$ cat src/rtl/cpu_out_display.sv
// Converts the CPU output byte to decimal with a serial shift-and-add-3 engine
// and drives a 4-digit multiplexed active-low seven-segment display.
module cpu_out_display #(
  parameter int REFRESH_DIV = 100000
) (
  input  logic        boardCLK,
  input  logic        reset,
  input  logic [7:0]  cpuOut,
  input  logic        signedMode,
  output logic [6:0]  seg,
  output logic [3:0]  an,
  output logic        dp,
  output logic [11:0] bcd,
  output logic        busy
);

  localparam int CW = (REFRESH_DIV > 2) ? $clog2(REFRESH_DIV) : 1;
  localparam logic [CW-1:0] REFRESH_MAX = CW'(REFRESH_DIV - 1);
  localparam logic [6:0] SEG_BLANK = 7'b1111111;
  localparam logic [6:0] SEG_MINUS = 7'b0111111;

  typedef enum logic [1:0] {IDLE, SHIFT, DONE} state_t;

  state_t      state_reg, state_next;
  logic [7:0]  last_value_reg, last_value_next;
  logic        last_mode_reg, last_mode_next;
  logic        neg_flag_reg, neg_flag_next;
  logic        neg_pend_reg, neg_pend_next;
  logic [11:0] bcd_reg, bcd_next;
  logic [11:0] scratch_reg, scratch_next;
  logic [7:0]  mag_reg, mag_next;
  logic [2:0]  count_reg, count_next;
  logic [CW-1:0] refresh_reg;
  logic [1:0]  index_reg;
  logic [11:0] adjusted;

  // Add-3 correction on every BCD nibble before the shift.
  genvar gi;
  generate
    for (gi = 0; gi < 3; gi++) begin : g_adj
      assign adjusted[gi*4 +: 4] = (scratch_reg[gi*4 +: 4] >= 4'd5) ?
                                   scratch_reg[gi*4 +: 4] + 4'd3 :
                                   scratch_reg[gi*4 +: 4];
    end
  endgenerate

  always_ff @(posedge boardCLK or posedge reset) begin
    if (reset) begin
      state_reg      <= IDLE;
      last_value_reg <= 8'd0;
      last_mode_reg  <= 1'b0;
      neg_flag_reg   <= 1'b0;
      neg_pend_reg   <= 1'b0;
      bcd_reg        <= 12'd0;
      scratch_reg    <= 12'd0;
      mag_reg        <= 8'd0;
      count_reg      <= 3'd0;
    end else begin
      state_reg      <= state_next;
      last_value_reg <= last_value_next;
      last_mode_reg  <= last_mode_next;
      neg_flag_reg   <= neg_flag_next;
      neg_pend_reg   <= neg_pend_next;
      bcd_reg        <= bcd_next;
      scratch_reg    <= scratch_next;
      mag_reg        <= mag_next;
      count_reg      <= count_next;
    end
  end

  always_comb begin
    state_next      = state_reg;
    last_value_next = last_value_reg;
    last_mode_next  = last_mode_reg;
    neg_flag_next   = neg_flag_reg;
    neg_pend_next   = neg_pend_reg;
    bcd_next        = bcd_reg;
    scratch_next    = scratch_reg;
    mag_next        = mag_reg;
    count_next      = count_reg;
    case (state_reg)
      IDLE: begin
        if ({cpuOut, signedMode} != {last_value_reg, last_mode_reg}) begin
          last_value_next = cpuOut;
          last_mode_next  = signedMode;
          if (signedMode && cpuOut[7]) begin
            mag_next      = ~cpuOut + 8'd1;
            neg_pend_next = 1'b1;
          end else begin
            mag_next      = cpuOut;
            neg_pend_next = 1'b0;
          end
          scratch_next = 12'd0;
          count_next   = 3'd0;
          state_next   = SHIFT;
        end
      end
      SHIFT: begin
        scratch_next = {adjusted[10:0], mag_reg[7]};
        mag_next     = {mag_reg[6:0], 1'b0};
        count_next   = count_reg + 3'd1;
        if (count_reg == 3'd7) state_next = DONE;
      end
      DONE: begin
        bcd_next      = scratch_reg;
        neg_flag_next = neg_pend_reg;
        state_next    = IDLE;
      end
      default: state_next = IDLE;
    endcase
  end

  // Refresh timing is free-running and independent of the converter.
  always_ff @(posedge boardCLK or posedge reset) begin
    if (reset) begin
      refresh_reg <= '0;
      index_reg   <= 2'd0;
    end else if (refresh_reg == REFRESH_MAX) begin
      refresh_reg <= '0;
      index_reg   <= index_reg + 2'd1;
    end else begin
      refresh_reg <= refresh_reg + 1'b1;
    end
  end

  function automatic logic [6:0] seg_of(input logic [3:0] d);
    case (d)
      4'd0:    return 7'b1000000;
      4'd1:    return 7'b1111001;
      4'd2:    return 7'b0100100;
      4'd3:    return 7'b0110000;
      4'd4:    return 7'b0011001;
      4'd5:    return 7'b0010010;
      4'd6:    return 7'b0000010;
      4'd7:    return 7'b1111000;
      4'd8:    return 7'b0000000;
      4'd9:    return 7'b0010000;
      default: return SEG_BLANK;
    endcase
  endfunction

  // Leading-zero blanking: tens only blank when hundreds is also zero.
  always_comb begin
    an  = ~(4'b0001 << index_reg);
    seg = SEG_BLANK;
    case (index_reg)
      2'd0: seg = seg_of(bcd_reg[3:0]);
      2'd1: seg = (bcd_reg[11:4] == 8'd0) ? SEG_BLANK : seg_of(bcd_reg[7:4]);
      2'd2: seg = (bcd_reg[11:8] == 4'd0) ? SEG_BLANK : seg_of(bcd_reg[11:8]);
      default: seg = neg_flag_reg ? SEG_MINUS : SEG_BLANK;
    endcase
  end

  assign dp   = 1'b1;
  assign bcd  = bcd_reg;
  assign busy = (state_reg != IDLE);

endmodule

$ cat config.mk
export PLATFORM = sky130hd
export DESIGN_NAME = cpu_out_display
export DESIGN_NICKNAME = d
export VERILOG_FILES = /design/src/rtl/cpu_out_display.sv
export SDC_FILE = /design/constraint.sdc
export NUM_CORES = 1
export LEC_CHECK = 0
export CAP_MARGIN = 20
export CORE_MARGIN = 2
export CORE_UTILIZATION = 63
export DETAILED_ROUTE_END_ITERATION = 10
export HOLD_SLACK_MARGIN = 0.03
export PLACE_DENSITY = 0.86
export SYNTH_ARGS = -nofsm -noshare
export SYNTH_HDL_FRONTEND = slang
export SYNTH_SLANG_ARGS = --single-unit
export TNS_END_PERCENT = 20
$ cat constraint.sdc
create_clock -name boardCLK -period 3.25 [get_ports boardCLK]
set_input_delay 0.325 -clock boardCLK [delete_from_list [all_inputs] [get_ports boardCLK]]
set_output_delay 0.325 -clock boardCLK [all_outputs]
set_load 0.005 [all_outputs]
* Word level (Yosys, flattened, before mapping)
Memories as Yosys holds them, arrays and structs flattened. Index checks and enable logic that the tools add are counted.
Word-level totals: register bits 67, latch bits 0, bits in writable memories 0, memory bits (read-only) 336, bits of input ports 11, output and inout bits 25, word-level logic and storage cells 65, memories 3
Operators by class: $add $sub $neg 7, multipliers 0, div/mod/pow operators 0, magnitude comparators 3, equal/unequal tests 9, shift operators 1, multiplexer cells 19, bitwise logic cells 2, reduce and logical (&&, ||, !) cells 10
Memory list:
- (no name shown) | words 16, width 7, read ports 1, clocked after memory_dff 0, wr ports 0, line 127 | case (d)
- (no name shown) | words 16, width 7, read ports 1, clocked after memory_dff 0, wr ports 0, line 127
- (no name shown) | words 16, width 7, read ports 1, clocked after memory_dff 0, wr ports 0, line 127
Operators with widths (number):
- 12-bit case mux with 2 select lines | 1
- 7-bit two-way mux | 3
- 7-bit case mux with 3 select lines | 1
- 17-bit by 1-bit adder with 17-bit output (second input constant) | 1
- 17-bit equality test (second input constant) | 1
- 17-bit two-way mux | 1
- 8-bit two-way mux | 2
- 8-bit case mux with 2 select lines | 1
- 4-bit by 3-bit >= comparator with 1-bit output (second input constant) | 3
- 12-bit two-way mux | 1
- 9-bit != test | 1
- 4-bit by 2-bit adder with 4-bit output (second input constant) | 2
- 8-bit by 1-bit adder with 8-bit output (second input constant) | 1
- 8-bit zero test | 1
- 4-bit two-way mux | 2
- 8-bit inverter | 1
- 3-bit two-way mux | 2
- 3-bit case mux with 2 select lines | 1
- 2-bit AND reduction | 3
- 2-bit by 1-bit equality test with 1-bit output (second input constant) | 2
- 2-bit equality test (second input constant) | 2
- 2-bit zero test | 2
- 4-bit zero test | 1
- 2-bit two-way mux | 2
- other kinds (11) | 13

* Logic depth before layout (Yosys ltp)
Gate-level depths: netlist (run 1).
depth in word-level cells 5, gate-level depth with buffers 7, mapped depth without buffers 7

* Worst setup path before layout (run 1)
OpenSTA, ideal clock, no wires.
path type register -> register, start point reg refresh_reg[13], end point reg index_reg[1], setup time 0.127 ns, arrival time 2.005 ns, data required time 3.123 ns, slack 1.118 ns, stages on the path, launching flop included 6, buffers on the path 0, clock period less this slack 2.132 ns, cells stage by stage dfrtp_1 > or4b_1 > or4_1 > nor4_1 > and3_2 > mux2_1
Between the ends: word-level cells in the longest chain between the ends 1
RTL lines:
- start: declaration | line 33 | logic [CW-1:0] refresh_reg;
- start signal: assignment | line 122 | refresh_reg <= refresh_reg + 1'b1;
- 17-bit equality test | line 118 | end else if (refresh_reg == REFRESH_MAX) begin
- end signal: assignment | line 120 | index_reg <= index_reg + 2'd1;
- end: declaration | line 34 | logic [1:0] index_reg;
No other way between the ends. A chain may end at the register's enable or synchronous reset.

* Worst setup path in the final report (run 1)
start point reg bcd_reg[1] (netlist: bcd[1]), end point out seg[3]
Between the ends: word-level cells in the longest chain between the ends 2
RTL lines:
- start: declaration | line 29 | logic [11:0] bcd_reg, bcd_next;
- start signal: assignment | line 64 | bcd_reg <= bcd_next;
- memory read 16 x 7 bit
- 7-bit case mux with 3 select lines | line 146 | case (index_reg)
- end: declaration | line 10 | output logic [6:0] seg,
No other way between the ends.

==> impl_results.md, run 1 <==
* Share of cells above drive strength 1 at between 7 and 8%
* Reg2Reg Setup Slack at 0.80 ns
* Total Routing Usage GR at 26.1%
* CP required at approximately 3 ns
* Post-Syn Nets at ~500
* Worst-path fanout max at 10
* Clock root cell: clkbuf_8
* Relative slew slack at approximately 43%
* Post-route ant nets at 0
* Clock tree sinks at 67
* Worst-case vdd ir drop at between 0.5 and 0.6 mV
* Most common cell after layout, fill and taps aside: dfrtp_1
* Mean area per synthesized cell at ~9 µm²
* Port Buffers at 34
* Insertion delay to the later sink of the worst-skew pair at approximately 0.36 ns
* Clock-pin slew on the worst setup and hold paths at around 0.080 ns
* Syn Std Cell Area at 4050 µm²
* R2R cell count at 5
* Largest net degree at the start of global routing at 25
* Worst Max-Slew Pin Slew at between 0.8 and 0.9 ns
* Gpl congestion at slightly above 0.9
* Die area at approximately 7100 µm²
* Number of global-route vias before repair at ~3200
* # setup viols final at 0
* Final Skew at between 0.01 and 0.015 ns
* Worst Path Buf+Inv at 2
* R2r endpoint: index_reg[1]$_DFFE_PP0N_
* Die Ht at 84.2 µm
* Antenna violations before repair at 0
* Fin Hold WS at 0.296 ns
* Critical Path End Type: primary output
* Vias at about 3300
* Final std cells w/o fill at 562
* Top cell by count, worst path: o21ai_0
* Predominant post-synthesis flop cell: dfrtp_1
* Number of flops mapped to enable cells by yosys at 0
* Cells after DPL at between 500 and 600
* CP Launch Point: bcd[1]$_DFFE_PP0N_
* P_leak at between 2 and 2.5 nW
* Die span in x at between 80 and 90 µm
* Drt via density at ~5.9
* Drt first-iter violations at approximately 220
* Ports at 36
* Yosys warns at 0
* Family with the most delay on the worst path: compound AO/OA/AOI/OAI gates
* H-tree lvl count at 3
* TNS Setup at 0 ns
* Remaining routing DRC violations at 0
* RSZ-0062 raised after global routing: no
* Post-CTS Hold Buffers at 0
* DRT Pass-1 Iters at 7
* Setup Buffers After CTS at 0
* Outcome: complete, no violations
* CTS buffer count at 9
* CTS tree: built
* Grt total ovfl at 0
* Fin crit share at 91.0%
* Worst min path class: primary input to async pin
* Post-route cell area at between 4000 and 5000 µm²
* Max-cap viol count at 0
* Row count at 29
* Max-slew violation count at 0
* Bufs on Longest Clock Path at 2
* Core ar. at roughly 6300 µm²
* Crit Path Class: flop to primary output
* Initial core utilization at between 60 and 70%
* Fin crit period at around 3 ns
* Ant. Diodes at 0
* Crit path launch type: flop
* Post-DP HPWL at roughly 6000 µm
* Seq/Total Area, Yosys at around 41%
* Total power at between 4 and 5 mW
* Post-Place Cell Area at approximately 4400 µm²
* Async SR Flop Fraction at between 90% and 100%
* CP cell instances: inv_1, ha_1, mux2_2, o21ai_0, a21oi_1, a311oi_1, o21ai_0, clkdlybuf4s50_1
* Final WL at roughly 8600 µm
* CP max stage cell: dfrtp_1
* Yosys cell types at between 40 and 50
* Max Fclk at 0.338 GHz
* Slowest stage delay, CP at 0.53 ns
* RR Startpoint: refresh_reg[13]$_DFF_PP0_
* Critical path arrival at between 2 and 3 ns
* Mapped Cells at 450
* Fin nets at roughly 520
* Most frequent cells in the layout: 67 x dfrtp_1, 49 x nor2_1, 42 x nand2_1
* # resized after CTS at 0
* Global-route wire length before repair at 14800 µm
* WL per Instance at around 15 µm
* Power Density at between 900 and 1000 nW/µm²
* Largest register FFs at 17
* Layout overhead on the synthesized area at 16.2%
* Final hold vios at 0
* Yosys reg bits at between 60 and 70
-- final cells by class --
type / instances / area [µm²]
flip-flops and latches: 67 / 1680
repair buffers: 38 / 370
fillers: 423 / 1570
inverters: 37 / 139
clock inverters: 7 / 149
multi-input cells: 327 / 2150
well taps: 77 / 96.3
clock buffers: 9 / 124
-- cells by family after synthesis --
group / Yosys count / share of synthesized area [%]
and+or+nand+nor: 145 / 16.3
DFF: 67 / 41.4
xor gates and xnor gates: 35 / 7.56
buffers and inverters: 56 / 5.46
AOI/OAI and AO/OA: 98 / 15.0
adders and majority gates: 31 / 9.57
muxes: 17 / 4.57
other: 1 / 0.0925
-- worst max path at each step --
stage                                     endpoint  slack [ns]  cells past startpoint
final                                       seg[3]        0.29                      8
after global routing                        seg[6]        0.11                      7
after CTS                                   seg[3]        0.29                      8
after detailed placement                    seg[3]        0.69                      8
after global placement                      seg[3]        0.77                      8
after floorplan           index_reg[1]$_DFFE_PP0N_        1.12                      5
-- per-layer routing --
layer / track usage (%) / wire (µm) / part of all wire, %
met5: 0 / 0 / 0
met4: 13.0 / 275 / 3.2
met1: 32.8 / 3700 / 43
met2: 42.7 / 4240 / 49
met3: 5.90 / 383 / 4.5
-- cells in the mapped netlist (8+ instances only) --
master | count | area [µm²]
a211oi_1 | 8 | 60.1
ha_1 | 31 | 388
mux2_2 | 11 | 124
nor3_1 | 13 | 65.1
nand2b_1 | 8 | 50.1
xor2_1 | 9 | 78.8
xnor2_1 | 26 | 228
o21ai_0 | 34 | 170
nor2_1 | 49 | 184
nand2_1 | 42 | 158
nand3_1 | 11 | 55.1
a21oi_1 | 21 | 105
inv_1 | 36 | 135
dfrtp_1 | 67 | 1680
clkbuf_1 | 15 | 56.3
-- metrics by stage --
| stage | setup WS, ns | utilization [%] |
|---|---|---|
| 6_report | 0.292 | 75.0 |
| 2_1_floorplan | 1.12 | - |
| 3_5_place_dp | 0.692 | 70.7 |
| 3_3_place_gp | 0.775 | 70.7 |
| 4_1_cts | 0.295 | 75.0 |
| 5_1_grt | 0.110 | 75.0 |
-- power by group --
part | switching, mW | leakage, nW | internal [mW]
clock network | 0.340 | 0.136 | 0.595
registers | 0.322 | 0.851 | 1.11
logic | 1.01 | 1.12 | 0.971
Power figures use the tool's default switching activity.
==> run 2, diff against run 1 <==
--- a/config.mk
+++ b/config.mk
@@ -6,5 +6,5 @@
 export NUM_CORES = 1
 export LEC_CHECK = 0
-export CAP_MARGIN = 20
+export CAP_MARGIN = 25
 export CORE_MARGIN = 2
 export CORE_UTILIZATION = 63
==> constraint.sdc (replaced) <==
create_clock -name boardCLK -period 3.25 [get_ports boardCLK]
set_input_delay 0.325 -clock boardCLK [delete_from_list [all_inputs] [get_ports boardCLK]]
set_output_delay 0.325 -clock boardCLK [all_outputs]
set_load 0.1 [all_outputs]
==> impl_results.md, run 2 (synthesis gave the netlist of run 1 again) <==
* Core ar. at between 6000 and 7000 µm²
* Drt first-iter violations at approximately 250
* Gpl congestion at 0.863
* Worst min path class: flop to flop
* Fin crit period at around 2.8 ns
* Critical path arrival at approximately 2.4 ns
* CTS tree: built
* Max-cap viol count at 0
* Initial core utilization at about 65%
* Total Routing Usage GR at approximately a quarter
* H-tree lvl count at 3
* Fin nets at 519
* CTS buffer count at 9
* Clock tree sinks at 67
* Max Fclk at roughly 0.36 GHz
* Largest register FFs at 17
* Fin Hold WS at 0.497 ns
* # setup viols final at 0
* RSZ-0062 raised after global routing: no
* Relative slew slack at a little over a third
* DRT Pass-1 Iters at 4
* Most common cell after layout, fill and taps aside: dfrtp_1
* Fin crit share at 85.0%
* Crit path launch type: flop
* Layout overhead on the synthesized area at 13.0%
* Die Ht at around 84 µm
* Post-DP HPWL at about 5900 µm
* Port Buffers at 34
* Final WL at 8590 µm
* Ports at 36
* Clock-pin slew on the worst setup and hold paths at around 0.08 ns
* Grt total ovfl at 0
* TNS Setup at 0 ns
* Crit Path Class: flop to primary output
* Row count at 29
* Final core utilization at approximately 73%
* Share of cells above drive strength 1 at under 10%
* Most frequent cells in the layout: 67 x dfrtp_1, 49 x nor2_1, 42 x nand2_1
* Place WS at ~0.83 ns
* Worst-path fanout max at 10
* Largest net degree at the start of global routing at 68
* Final hold vios at 0
* Post-route ant nets at 0
* Antenna violations before repair at 0
* Insertion delay to the later sink of the worst-skew pair at between 0.3 and 0.4 ns
* WL per Instance at around 15 µm
* Critical Path End Type: primary output
* Drt via density at 5.99
* Setup Buffers After CTS at 0
* Global-route wire length before repair at about 15000 µm
* Outcome: complete, no violations
* Final Skew at just under 0.01 ns
* Post-CTS Hold Buffers at 0
* Max-slew violation count at 0
* Bufs on Longest Clock Path at 2
* Vias at about 3300
* Ant. Diodes at 0
* Worst Max-Slew Pin Slew at a little under 1 ns
* # resized after CTS at 0
* Setup ws final at a little under 0.5 ns
* Number of global-route vias before repair at around 3300
* Remaining routing DRC violations at 0
* CP required at between 2 and 3 ns
* Die area at about 7100 µm²
* Clock root cell: clkbuf_8
* Die span in x at 84.2 µm
## run 2: worst max-delay path, cell delays in order, from the launching register on
cell and delay (ns):
dfrtp_1 0.53, inv_1 0.17, ha_1 0.21, mux2_2 0.25
o21ai_0 0.23, a21oi_1 0.10, a311oi_1 0.25, o21ai_1 0.11
buf_4 0.24
## run 2: worst paths after layout
path	from	end	slack, ns	cells past startpoint
max	bcd[1]$_DFFE_PP0N_	seg[3]	0.49	8
min	count_reg[0]$_DFFE_PP0P_	count_reg[0]$_DFFE_PP0P_	0.50	1
max reg2reg	refresh_reg[13]$_DFF_PP0_	index_reg[1]$_DFFE_PP0N_	0.69	5
min reg2reg	count_reg[0]$_DFFE_PP0P_	count_reg[0]$_DFFE_PP0P_	0.50	1
max in group asynchronous	reset	last_value_reg[3]$_DFFE_PP0P_	2.18	3
min in group asynchronous	reset	refresh_reg[10]$_DFF_PP0_	0.54	3
## run 2: cell type report
cell class                 instances  area [µm²]
multi-input combinational        327        2150
sequential                        67        1680
clock buffer                      10         138
fill                             448        1700
timing repair buffer              35         310
tap                               77        96.3
inverter                          37         139
clock inverter                     6        63.8
## run 2: routing by layer
layer  GRT usage, %  share of wire, %  up-vias
li1               -                 -     1598
met1           33.1                43     1620
met2           44.3                50      103
met3           5.11               4.2       26
met4           12.3               3.4        0
met5              0                 0        -
## run 2: stage by stage
step | std cells | area [µm²]
2_1_floorplan | 450 | 4050
5_1_grt | 559 | 4580
3_3_place_gp | 543 | 4380
4_1_cts | 559 | 4580
3_5_place_dp | 543 | 4380
6_report | 559 | 4580
Power of run 2 is not shown: default switching activity piles up to over one toggle a cycle in this logic, so the estimate is an artifact.
==> run 3, diff against run 2 <==
CORE_MARGIN = not set   (was 2)
==> impl_results.md, run 3 (synthesis gave the netlist of run 1 again) <==
* Remaining routing DRC violations at 0
* Fin crit share at roughly 87%
* Number of global-route vias before repair at 2945
* Crit Path Class: flop to primary output
* DRT Pass-1 Iters at 4
* Drt via density at just under 6
* CTS tree: built
* Outcome: complete, no violations
* # setup viols final at 0
* Vias at 3285
* Setup ws final at roughly 0.41 ns
* CTS buffer count at 9
* Critical Path End Type: primary output
* Most common cell after layout, fill and taps aside: dfrtp_1
* Core ar. at 6060 µm²
* Layout overhead on the synthesized area at 13.8%
* Setup Buffers After CTS at 0
* Worst Max-Slew Pin Slew at ~0.96 ns
* Antenna violations before repair at 0
* R2R cell count at 5
* Final Skew at roughly 0.0044 ns
* Clock root cell: clkbuf_8
* Ports at 36
* Reg2Reg Setup Slack at 0.86 ns
* Drt first-iter violations at between 200 and 250
* Grt total ovfl at 0
* Worst min path class: primary input to async pin
* Place WS at 0.817 ns
* Bufs on Longest Clock Path at 2
* Critical path arrival at approximately 2.5 ns
* Die area at roughly 6800 µm²
* Port Buffers at 34
* Largest register FFs at 17
* H-tree lvl count at 3
* Fin nets at 519
* Fin Hold WS at ~0.38 ns
* Ant. Diodes at 0
* Relative slew slack at between 30% and 40%
* Worst-path fanout max at 10
* Max-cap viol count at 0
* WL per Instance at around 15 µm
* Clock tree sinks at 67
* Share of cells above drive strength 1 at a little under a tenth
* Largest net degree at the start of global routing at 36
* Row count at 28
* Final core utilization at about three quarters
* Clock-pin slew on the worst setup and hold paths at approximately 0.08 ns
* Insertion delay to the later sink of the worst-skew pair at 0.36 ns
* Global-route wire length before repair at between 10000 and 15000 µm
* CP required at around 3 ns
* Crit path launch type: flop
* Final hold vios at 0
* Post-CTS Hold Buffers at 0
* Final WL at 8360 µm
* Total Routing Usage GR at 27.0%
* Die span in x at between 80 and 90 µm
* TNS Setup at 0 ns
* Post-route ant nets at 0
* Most frequent cells in the layout: 67 x dfrtp_1, 49 x nor2_1, 42 x nand2_1
* # resized after CTS at 0
* Fin crit period at around 2.8 ns
* Max Fclk at between 0.3 and 0.4 GHz
* Post-DP HPWL at around 6000 µm
* Die Ht at about 82 µm
* RSZ-0062 raised after global routing: no
* Gpl congestion at between 0.8 and 0.9
* Initial core utilization at between 60% and 70%
* Max-slew violation count at 0
## run 3: cell count changes in the layout (fill, tap and decap cells not counted)
cell        change
buf_12          +1
buf_4           -1
bufinv_16       +1
clkbuf_8        -1
clkinv_2        -1
clkinv_4        +3
clkinvlp_4      -2
## run 3: per-layer routing
layer  vias to the layer above  routed length [µm]  track usage, %
li1                       1596                   -               -
met1                      1567                3670            33.5
met2                        99                4130            45.5
met3                        23                 323            2.97
met4                         0                 233            16.3
met5                         -                   0               0
## run 3: worst paths after layout
check / endpoint / start
hold reg to reg: count_reg[0]$_DFFE_PP0P_ / count_reg[0]$_DFFE_PP0P_
max in group asynchronous: bcd[6]$_DFFE_PP0N_ / reset
setup reg to reg: index_reg[1]$_DFFE_PP0N_ / refresh_reg[13]$_DFF_PP0_
min in group boardCLK: count_reg[0]$_DFFE_PP0P_ / count_reg[0]$_DFFE_PP0P_
setup / recovery: seg[3] / bcd[1]$_DFFE_PP0N_
hold / removal: refresh_reg[14]$_DFF_PP0_ / reset
## run 3: per-stage QoR
step / cell area, µm² / cells
after CTS: 4610 / 557
after global routing: 4610 / 557
after global placement: 4390 / 541
final: 4610 / 557
after detailed placement: 4390 / 541
after floorplan: 4050 / 450
## run 3: cell type report
cell class	instances	area [µm²]
Multi-Input combinational cell	327	2150
Clock buffer	9	124
Sequential cell	67	1680
Clock inverter	7	100
Tap cell	75	93.8
Inverter	37	139
Fill cell	413	1450
Timing Repair Buffer	35	323
## run 3: critical path: stages, from the launching register on
cell and delay, ns:
dfrtp_1 0.54, inv_1 0.15, ha_1 0.21, mux2_2 0.25, o21ai_0 0.27, a21oi_1 0.09, a311oi_1 0.28, o21ai_1 0.11
buf_4 0.24
Power of run 3 is left out for the same reason.
